<file path="config.mk">
export PLATFORM = sky130hd
export DESIGN_NAME = fifo_rx_packer
export DESIGN_NICKNAME = d
export VERILOG_FILES = /design/src/rtl/config_pkg.sv /design/src/rtl/rx_byte_mem.sv /design/src/rtl/fifo_rx_packer.sv
export SDC_FILE = /design/constraint.sdc
export NUM_CORES = 1
export LEC_CHECK = 0
export CORE_AREA = 3 3 272 274
export CTS_BUF_LIST = sky130_fd_sc_hd__clkbuf_8 sky130_fd_sc_hd__clkbuf_16
export DETAILED_ROUTE_END_ITERATION = 6
export DIE_AREA = 0 0 275 277
export HOLD_SLACK_MARGIN = 0.05
export PLACE_DENSITY = 0.68
export SETUP_SLACK_MARGIN = 0.1
export SLEW_MARGIN = 20
export SYNTH_ARGS = -nofsm -noshare
export SYNTH_HDL_FRONTEND = slang
export SYNTH_SLANG_ARGS = --single-unit
export TNS_END_PERCENT = 30
</file>
<file path="constraint.sdc">
create_clock -name clk_i -period 3.8 [get_ports clk_i]
set_input_delay 0.76 -clock clk_i [delete_from_list [all_inputs] [get_ports clk_i]]
set_output_delay 0.76 -clock clk_i [all_outputs]
set_load 0.05 [all_outputs]
</file>
<file path="src/rtl/config_pkg.sv">
// Shared sizing constants and pointer/count types for the UART receive byte FIFO.
package config_pkg;

  localparam int unsigned RxEntryBytes = 4;
  localparam int unsigned RxDepthBytes = 64;
  localparam int unsigned RxWatermark  = 8;

  typedef logic [$clog2(RxDepthBytes)-1:0] RxPtrT;
  typedef logic [$clog2(RxDepthBytes):0]   RxCountT;

endpackage

</file>
<file path="src/rtl/rx_byte_mem.sv">
// Byte ring storage: one synchronous write port, EntryBytes combinational read
// ports at consecutive (wrapping) addresses starting at rd_ptr_i.
module rx_byte_mem
  import config_pkg::*;
#(
  parameter  int unsigned EntryBytes = RxEntryBytes,
  parameter  int unsigned DepthBytes = RxDepthBytes,
  localparam int unsigned PtrW       = $clog2(DepthBytes)
) (
  input  logic                           clk_i,
  input  logic                           wr_en_i,
  input  logic [PtrW-1:0]                wr_ptr_i,
  input  logic [7:0]                     wr_data_i,
  input  logic [PtrW-1:0]                rd_ptr_i,
  output logic [EntryBytes-1:0][7:0]     rd_bytes_c
);

  logic [7:0] r_mem [DepthBytes];

  // Contents are don't-care after reset, so the array carries no reset.
  always_ff @(posedge clk_i) begin
    if (wr_en_i) begin
      r_mem[wr_ptr_i] <= wr_data_i;
    end
  end

  for (genvar g = 0; g < int'(EntryBytes); g++) begin : g_rd
    assign rd_bytes_c[g] = r_mem[rd_ptr_i + PtrW'(g)];
  end

endmodule

</file>
<file path="src/rtl/fifo_rx_packer.sv">
// UART receive FIFO: single bytes pushed in, 1..EntryBytes bytes popped per
// request and packed oldest-byte-most-significant into a right-justified word.
module fifo_rx_packer
  import config_pkg::*;
#(
  parameter  int unsigned EntryBytes = RxEntryBytes,
  parameter  int unsigned DepthBytes = RxDepthBytes,
  parameter  int unsigned Watermark  = RxWatermark,
  localparam int unsigned PtrW       = $clog2(DepthBytes),
  localparam int unsigned CntW       = PtrW + 1,
  localparam int unsigned WidW       = $clog2(EntryBytes) + 1,
  localparam int unsigned DataW      = 8 * EntryBytes
) (
  input  logic             clk_i,
  input  logic             reset_ni,
  input  logic             byte_valid_i,
  input  logic [7:0]       byte_data_i,
  input  logic             read_enable_i,
  input  logic [WidW-1:0]  read_width_i,
  output logic [DataW-1:0] read_data_o,
  output logic             read_valid_o,
  output logic             read_error_o,
  output logic [CntW-1:0]  count_o,
  output logic             empty_o,
  output logic             irq_o,
  output logic             overflow_o,
  input  logic             clear_overflow_i
);

  logic [PtrW-1:0]            r_wr_ptr;
  logic [PtrW-1:0]            r_rd_ptr;
  logic [CntW-1:0]            r_count;
  logic [DataW-1:0]           r_data;
  logic                       r_valid;
  logic                       r_error;
  logic                       r_empty;
  logic                       r_irq;
  logic                       r_overflow;

  logic                       w_push;
  logic                       w_drop;
  logic                       w_width_ok;
  logic                       w_pop;
  logic                       w_reject;
  logic [CntW-1:0]            w_pop_cnt;
  logic [CntW-1:0]            w_count_nxt;
  logic [EntryBytes-1:0][7:0] w_rd_bytes;
  logic [DataW-1:0]           w_pack;

  rx_byte_mem #(
    .EntryBytes (EntryBytes),
    .DepthBytes (DepthBytes)
  ) u_mem (
    .clk_i      (clk_i),
    .wr_en_i    (w_push),
    .wr_ptr_i   (r_wr_ptr),
    .wr_data_i  (byte_data_i),
    .rd_ptr_i   (r_rd_ptr),
    .rd_bytes_c (w_rd_bytes)
  );

  // Accept/reject decisions all use the pre-edge count, so a full FIFO drops a
  // byte even when a pop frees space on the same edge.
  always_comb begin
    w_push      = byte_valid_i && (r_count < CntW'(DepthBytes));
    w_drop      = byte_valid_i && !w_push;
    w_width_ok  = (read_width_i != '0) &&
                  (read_width_i <= WidW'(EntryBytes)) &&
                  (CntW'(read_width_i) <= r_count);
    w_pop       = read_enable_i && w_width_ok;
    w_reject    = read_enable_i && !w_width_ok;
    w_pop_cnt   = w_pop ? CntW'(read_width_i) : '0;
    w_count_nxt = r_count + CntW'(w_push) - w_pop_cnt;
  end

  // Shift in the first w bytes so the oldest lands most significant.
  always_comb begin
    w_pack = '0;
    for (int i = 0; i < int'(EntryBytes); i++) begin
      if (i < int'(read_width_i)) begin
        w_pack = (w_pack << 8) | DataW'(w_rd_bytes[i]);
      end
    end
  end

  always_ff @(posedge clk_i or negedge reset_ni) begin
    if (!reset_ni) begin
      r_wr_ptr   <= '0;
      r_rd_ptr   <= '0;
      r_count    <= '0;
      r_data     <= '0;
      r_valid    <= 1'b0;
      r_error    <= 1'b0;
      r_empty    <= 1'b1;
      r_irq      <= 1'b0;
      r_overflow <= 1'b0;
    end else begin
      if (w_push) begin
        r_wr_ptr <= r_wr_ptr + PtrW'(1);
      end
      if (w_pop) begin
        r_rd_ptr <= r_rd_ptr + PtrW'(read_width_i);
        r_data   <= w_pack;
      end
      r_count <= w_count_nxt;
      r_empty <= (w_count_nxt == '0);
      r_irq   <= (w_count_nxt >= CntW'(Watermark));
      r_valid <= w_pop;
      r_error <= w_reject;
      if (w_drop) begin
        r_overflow <= 1'b1;
      end else if (clear_overflow_i) begin
        r_overflow <= 1'b0;
      end
    end
  end

  assign read_data_o  = r_data;
  assign read_valid_o = r_valid;
  assign read_error_o = r_error;
  assign count_o      = r_count;
  assign empty_o      = r_empty;
  assign irq_o        = r_irq;
  assign overflow_o   = r_overflow;

endmodule
</file>
==> results of run 1 <==
-- how the worst max path moves through the flow --
stage | start | to | cells past startpoint
final | r_rd_ptr[0] | read_data_o[6] | 9
after global routing | count_o[1] | empty_o | 20
after global placement | read_width_i[1] | empty_o | 17
after detailed placement | read_width_i[1] | empty_o | 17
after floorplan | read_width_i[0] | empty_o | 24
after CTS | r_rd_ptr[0] | read_data_o[11] | 10
-- flip-flops by register name, indices dropped and copies added, names as in the netlist --
name / count
u_mem.r_mem: 512
read_data_o: 32
count_o: 7
r_rd_ptr: 6
r_wr_ptr: 6
empty_o: 1
irq_o: 1
overflow_o: 1
read_error_o: 1
read_valid_o: 1
-- metal layers --
layer  global-route usage  part of all wire  vias to the layer above
met5                    0           0.00022                        -
met4                0.152             0.059                        4
met3               0.0898              0.14                      365
met2                0.481              0.45                     2266
met1                0.445              0.35                    12755
li1                     -                 -                     9450
-- power breakdown --
| part | internal, mW | leakage (nW) | switching, mW |
|---|---|---|---|
| Combinational | 12.5 | 7.10 | 15.6 |
| Clock | 3.66 | 1.03 | 2.52 |
| Sequential | 7.21 | 5.27 | 0.438 |
| Total | 23.4 | 13.4 | 18.6 |
-- placed cells by master (no fill, tap or decap), types with 35 or more instances in the layout --
cell	count
sky130_fd_sc_hd__a21oi_1	35
sky130_fd_sc_hd__buf_4	212
sky130_fd_sc_hd__clkbuf_16	62
sky130_fd_sc_hd__clkdlybuf4s50_1	47
sky130_fd_sc_hd__dfrtp_1	51
sky130_fd_sc_hd__edfxtp_1	512
sky130_fd_sc_hd__mux2i_1	77
sky130_fd_sc_hd__mux4_2	551
sky130_fd_sc_hd__nand2_1	123
sky130_fd_sc_hd__nand3_1	40
sky130_fd_sc_hd__nor2_1	137
-- worst max-delay path, cell delays in order (launching register included) --
cell and delay [ps]:
sky130_fd_sc_hd__dfrtp_4 590, sky130_fd_sc_hd__buf_12 230, sky130_fd_sc_hd__buf_12 350, sky130_fd_sc_hd__mux4_2 570, sky130_fd_sc_hd__o2111ai_1 200, sky130_fd_sc_hd__nand2_1 240
sky130_fd_sc_hd__o221ai_1 480, sky130_fd_sc_hd__o22ai_1 330, sky130_fd_sc_hd__a2111oi_2 410, sky130_fd_sc_hd__a21oi_1 110
-- cells by family after synthesis --
| kind of cell | Yosys count | synth area share |
|---|---|---|
| xor+xnor | 32 | 0.00848 |
| mux | 654 | 0.382 |
| buf+inv | 220 | 0.0375 |
| flops | 568 | 0.470 |
| simple gates | 404 | 0.0511 |
| compound gates | 218 | 0.0422 |
| fa+ha+maj | 25 | 0.00918 |
-- cell type report --
cell class | instances | area share
Multi-Input combinational cell | 1333 | 0.437
Sequential cell | 568 | 0.411
Timing Repair Buffer | 299 | 0.0690
Clock buffer | 61 | 0.0374
Tap cell | 950 | 0.0291
Clock inverter | 53 | 0.0136
Inverter | 26 | 0.00254
Antenna cell | 1 | 0.0000613
-- per-stage QoR --
step	utilization	setup WS (ps)	hold WS [ps]	instances	total power, mW
after CTS	0.567	45.7	319	3284	41.2
after global placement	0.538	-863	477	3169	34.7
final	0.570	98.7	319	3291	42.0
after floorplan	-	-523	459	2121	25.2
after detailed placement	0.538	-982	483	3169	34.9
after global routing	0.570	2.88	370	3290	43.2
-- synth_stat cells, types with 18 or more instances --
| cell type | n | area (µm²) |
|---|---|---|
| sky130_fd_sc_hd__mux4_2 | 551 | 12400 |
| sky130_fd_sc_hd__buf_6 | 26 | 293 |
| sky130_fd_sc_hd__clkbuf_1 | 42 | 158 |
| sky130_fd_sc_hd__ha_1 | 23 | 288 |
| sky130_fd_sc_hd__nand4_1 | 23 | 144 |
| sky130_fd_sc_hd__dfrtp_1 | 55 | 1380 |
| sky130_fd_sc_hd__nand3_1 | 41 | 205 |
| sky130_fd_sc_hd__a21oi_1 | 37 | 185 |
| sky130_fd_sc_hd__xnor2_1 | 23 | 201 |
| sky130_fd_sc_hd__a31oi_1 | 18 | 113 |
| sky130_fd_sc_hd__inv_1 | 22 | 82.6 |
| sky130_fd_sc_hd__buf_2 | 65 | 325 |
| sky130_fd_sc_hd__edfxtp_1 | 512 | 15400 |
| sky130_fd_sc_hd__a22oi_1 | 24 | 180 |
| sky130_fd_sc_hd__buf_4 | 44 | 330 |
| sky130_fd_sc_hd__nand2_1 | 123 | 462 |
| sky130_fd_sc_hd__nor2_1 | 140 | 526 |
| sky130_fd_sc_hd__mux2i_1 | 77 | 771 |
| sky130_fd_sc_hd__nor2b_1 | 18 | 113 |
| sky130_fd_sc_hd__o21ai_0 | 31 | 155 |
-- repair_timing --
action | CTS | global route
pin swaps | 11 | 6
gates cloned | 0 | 1
endpoints found under the setup margin | 4 | 16
buffers inserted | 1 | 5
gates resized for setup | 8 | 22
==> results.md, run 1 <==
| Metric | Reported |
|:---|:---|
| Fraction of layout instances using a drive strength above 1 | 0.414 |
| First-pass iteration count of the detailed router | 6 |
| DP Area | 38500 µm² |
| Mapped Cells | 2121 |
| Power per cell area | 1030 nW/µm² |
| Setup TNS | 0 ps |
| Total setup violations reported at the end of the flow | 0 |
| Worst slew margin relative to its limit | 0.294 |
| Final hold violation count | 0 |
| Remaining number of nets flagged by the antenna check after routing | 0 |
| Buffers added on ports | 59 |
| Kind of path behind the tightest hold check | in2async |
| Maximum count of clock buffers along a single path | 3 |
| Max-capacitance violation count | 0 |
| DRC violation count after routing | 0 |
| Total core area | 71600 µm² |
| Data required time of the worst path | 4300 ps |
| Die outline width | 275 µm |
| Proportion of synthesized flip-flops having asynchronous set or reset | 0.0986 |
| IR Drop Worst-Case VDD | 0.905 mV |
| Number of unique standard cell types used by synthesis | 75 |
| Final clock skew | 23.9 ps |
| Number of fill cells in the layout | 5425 |
| Part of the cycle the worst path needs | 0.974 |
| Critical R2R Capture | read_data_o[6] |
| FMAX | 0.270 GHz |
| Total via count in the routed design | 24840 |
| Insertion delay of the later-clocked pin in the worst-skew pair | 640 ps |
| Ys flop type | sky130_fd_sc_hd__edfxtp_1 |
| Total clock buffers created by CTS | 60 |
| Area growth syn-to-layout | 14.4% |
| Average wire length per cell after detail routing | 37.6 µm |
| Synthesized net count | 2162 |
| Die H | 277 µm |
| Number of max-slew violations in the final report | 0 |
| # rows | 98 |
| Vias per cell | 7.55 |
| Footprint of the multi-input gates | 17900 µm² |
| Drt initial violations | 4231 |
| Data arrival time of the critical path | 4200 ps |
| Clock transition at the registers of the reported paths | 70 ps |
| Critical path class | reg2reg |
| Post-layout instance area | 40800 µm² |
| Flip-flop and latch count after synthesis | 568 |
| Status | complete, no violations |
| Combined global-route utilization of all metal layers | 0.324 |
| Antenna violations before repair | 5 |
| Kind of end point of the critical path | flip-flop |
| Total Nets Final | 2329 |
| Slack of the worst reg-to-reg path | 100 ps |
| Num Clock Sinks | 568 |
| Minimum period implied by the final worst setup slack | 3700 ps |
| Length in cells of the worst reg-to-reg path | 9 |
| H-tree depth reported by CTS | 2 |
| Unrepaired setup endpoints after global routing | true |
| Synthesized area per cell | 16.8 µm² |
| Number of global-route vias before repair | 23821 |
| R2r startpoint | r_rd_ptr[0] |
| Root Buffer | sky130_fd_sc_hd__clkbuf_16 |
| Io pins | 60 |
| Startpoint type of the worst setup path | flip-flop |
| Reported leakage power | 13.4 nW |
| Final RePlAce weighted congestion | 1.00 |
| Warning count from the yosys run | 0 |
| Total overflow reported by the global router | 0 |
| Starting utilization of the core area | 0.499 |
| Number of flops mapped to enable cells by yosys | 512 |
| Wire length of the first global-routing pass | 176 mm |
| Tightest Pin Transition | 1060 ps |
| Full die area | 76200 µm² |
| Placed wire-length estimate | 84.5 mm |
| CTS tree | done |
| Proportion of synthesized chip area in sequential cells | 0.470 |
| Number of hold buffers added after cts | 0 |
| CP Max Fanout | 54 |
| Pin count of the biggest net entering global routing | 93 |
| Detailed-route wire length | 124 mm |
| Netlist Area Pre-Place | 35700 µm² |
| Area used by sequential logic in the layout | 16800 µm² |
Note: power is estimated with default switching activity, not from simulation.
==> run 2: changes to the inputs <==
Settings changed: CORE_AREA 3 3 272 274 to 10 10 279 281, DIE_AREA 0 0 275 277 to 0 0 289 291.
==> run 2 against run 1 <==
Against the previous run: sequential cell count unchanged; highest routed layer is now met4; final cell count increased by 0.43%; register-to-register slack got worse by 60 ps; clock skew about the same; utilization decreased by 0.39 points.
==> results.md, run 2 (synthesis gave the netlist of run 1 again) <==
| Metric | Reported |
|:---|:---|
| Status | complete, no violations |
| Proportion of power drawn by combinational gates | 0.671 |
| Max-capacitance violation count | 0 |
| Switching power share of the total | 0.444 |
| Startpoint type of the worst setup path | input port |
| List of cells traversed by the critical path | dlygate4sd2_1 -> ha_4 -> nor2b_4 -> o21a_1 -> o2111ai_2 -> nand3_2 -> nor2_2 -> ha_1 -> inv_2 -> ha_4 -> inv_2 -> fa_2 -> inv_2 -> a21oi_2 -> o21bai_2 -> a21oi_2 -> o21bai_1 -> xnor2_1 -> or4_4 -> nor4_2 |
| CP Max Fanout | 3 |
| Highest-count cells in the layout ignoring fill and taps | 551 x sky130_fd_sc_hd__mux4_2, 512 x sky130_fd_sc_hd__edfxtp_1, 220 x sky130_fd_sc_hd__buf_4 |
| Fraction of layout instances using a drive strength above 1 | 0.419 |
| Footprint of the multi-input gates | 17900 µm² |
| Data arrival time of the critical path | 4310 ps |
| Full die area | 84100 µm² |
| Number of global-route vias before repair | 24110 |
| Detailed-route wire length | 124 mm |
| Final RePlAce weighted congestion | 1.02 |
| Critical path's slowest cell | sky130_fd_sc_hd__or4_4 |
| Area growth syn-to-layout | 14.8% |
| Total power | 42.3 mW |
| Worst slew margin relative to its limit | 0.322 |
| Largest stage delay on the critical path | 490 ps |
| Io pins | 60 |
| # rows | 99 |
| Remaining number of nets flagged by the antenna check after routing | 0 |
| Total Nets Final | 2337 |
| H-tree depth reported by CTS | 2 |
| Num Clock Sinks | 568 |
| Commonest non-fill, non-tap cell in the layout | sky130_fd_sc_hd__mux4_2 |
| Root Buffer | sky130_fd_sc_hd__clkbuf_16 |
| Largest reg by FF count | u_mem.r_mem |
| Number of fill cells in the layout | 5475 |
| Final clock skew | 24.0 ps |
| Total core area | 72300 µm² |
| Drt initial violations | 4487 |
| Clock transition at the registers of the reported paths | 70 ps |
| Average wire length per cell after detail routing | 37.5 µm |
| Maximum count of clock buffers along a single path | 3 |
| Buffers added on ports | 59 |
| FMAX | 0.266 GHz |
| Pin count of the biggest net entering global routing | 81 |
| CTS tree | done |
| Top cell by count, worst path | sky130_fd_sc_hd__inv_2 |
| Die outline width | 289 µm |
| Area used by sequential logic in the layout | 16800 µm² |
| Final hold violation count | 0 |
| DRC violation count after routing | 0 |
| Tightest Pin Transition | 1010 ps |
| Part of the power in the clock network | 0.149 |
| Reported leakage power | 13.4 nW |
| Starting utilization of the core area | 0.494 |
| Total setup violations reported at the end of the flow | 0 |
| Wire length of the first global-routing pass | 178 mm |
| Count of buffering cells on the critical path with inverters included | 4 |
| Number of max-slew violations in the final report | 0 |
| Vias per cell | 7.57 |
| Worst Hold Margin | 486 ps |
| Die H | 291 µm |
| Insertion delay of the later-clocked pin in the worst-skew pair | 640 ps |
| Total via count in the routed design | 25020 |
| Internal power contribution | 23.6 mW |
| Part of the cycle the worst path needs | 0.990 |
| Antenna violations before repair | 1 |
| IR Drop Worst-Case VDD | 1.01 mV |
| Cell type group with the largest total delay on the critical path | simple AND/OR/NAND/NOR gates |
| Combined global-route utilization of all metal layers | 0.292 |
| Data required time of the worst path | 4350 ps |
| First-pass iteration count of the detailed router | 6 |
| Power per cell area | 1030 nW/µm² |
| Kind of path behind the tightest hold check | in2async |
| Sequential share of power | 0.180 |
| Placed wire-length estimate | 84.7 mm |
| Total clock buffers created by CTS | 60 |
| Number of flip-flops in the largest register | 512 |
| Critical path class | in2reg |
| Kind of end point of the critical path | flip-flop |
| Switching pwr | 18.8 mW |
| Minimum period implied by the final worst setup slack | 3760 ps |
| Total overflow reported by the global router | 0 |
| Unrepaired setup endpoints after global routing | true |
run 2: repair_timing:
action                                 4_1_cts  5_1_grt
cloned                                       0        1
buffers inserted                             4       15
hold buffers                                 1        0
pin swaps                                   12       20
resized for setup                           13       30
setup endpoints to repair                    4       21
endpoints found under the hold margin        6        0
run 2: stage by stage:
step | util | instances | cell area [µm²] | TNS, ps | worst slack, ps
floorplan | - | 2121 | 35800 | -826 | -523
global placement | 0.531 | 3172 | 38400 | -1880 | -903
detailed placement | 0.531 | 3172 | 38400 | -2380 | -985
CTS | 0.562 | 3287 | 40600 | 0 | 64.8
global route | 0.566 | 3303 | 41000 | -214 | -214
finish | 0.566 | 3305 | 41000 | 0 | 39.2
run 2: final cells by class:
cell class	instances	area share
multi-input combinational	1333	0.437
sequential	568	0.410
timing repair buffer	307	0.0700
clock buffer	61	0.0373
tap	959	0.0293
clock inverter	49	0.0139
inverter	26	0.00253
antenna	2	0.000122
run 2: metal layers:
metal  track usage  share of wire  vias to the layer above
li1              -              -                     9455
met1         0.396           0.34                    12827
met2         0.430           0.45                     2361
met3        0.0842           0.15                      377
met4         0.140          0.059                        0
met5             0              0                        -
run 2: final timing paths:
kind,startpoint,endpoint,cells after the start,slack (ps)
setup / recovery,read_width_i[1],empty_o,20,40
hold / removal,reset_ni,count_o[4],2,490
setup reg to reg,count_o[1],empty_o,20,40
hold reg to reg,read_data_o[31],read_data_o[31],2,490
max in group asynchronous,reset_ni,r_rd_ptr[2],3,2320
min in group clk_i,read_data_o[31],read_data_o[31],2,490
run 2: power groups by stage:
stage               Sequential, mW  Clock [mW]  Combinational (mW)
detailed placement            7.73           0                26.9
CTS                           7.60        6.34                27.1
floorplan                     8.25           0                17.0
global placement              7.72           0                26.7
finish                        7.62        6.29                28.4
global route                  7.65        6.61                29.2
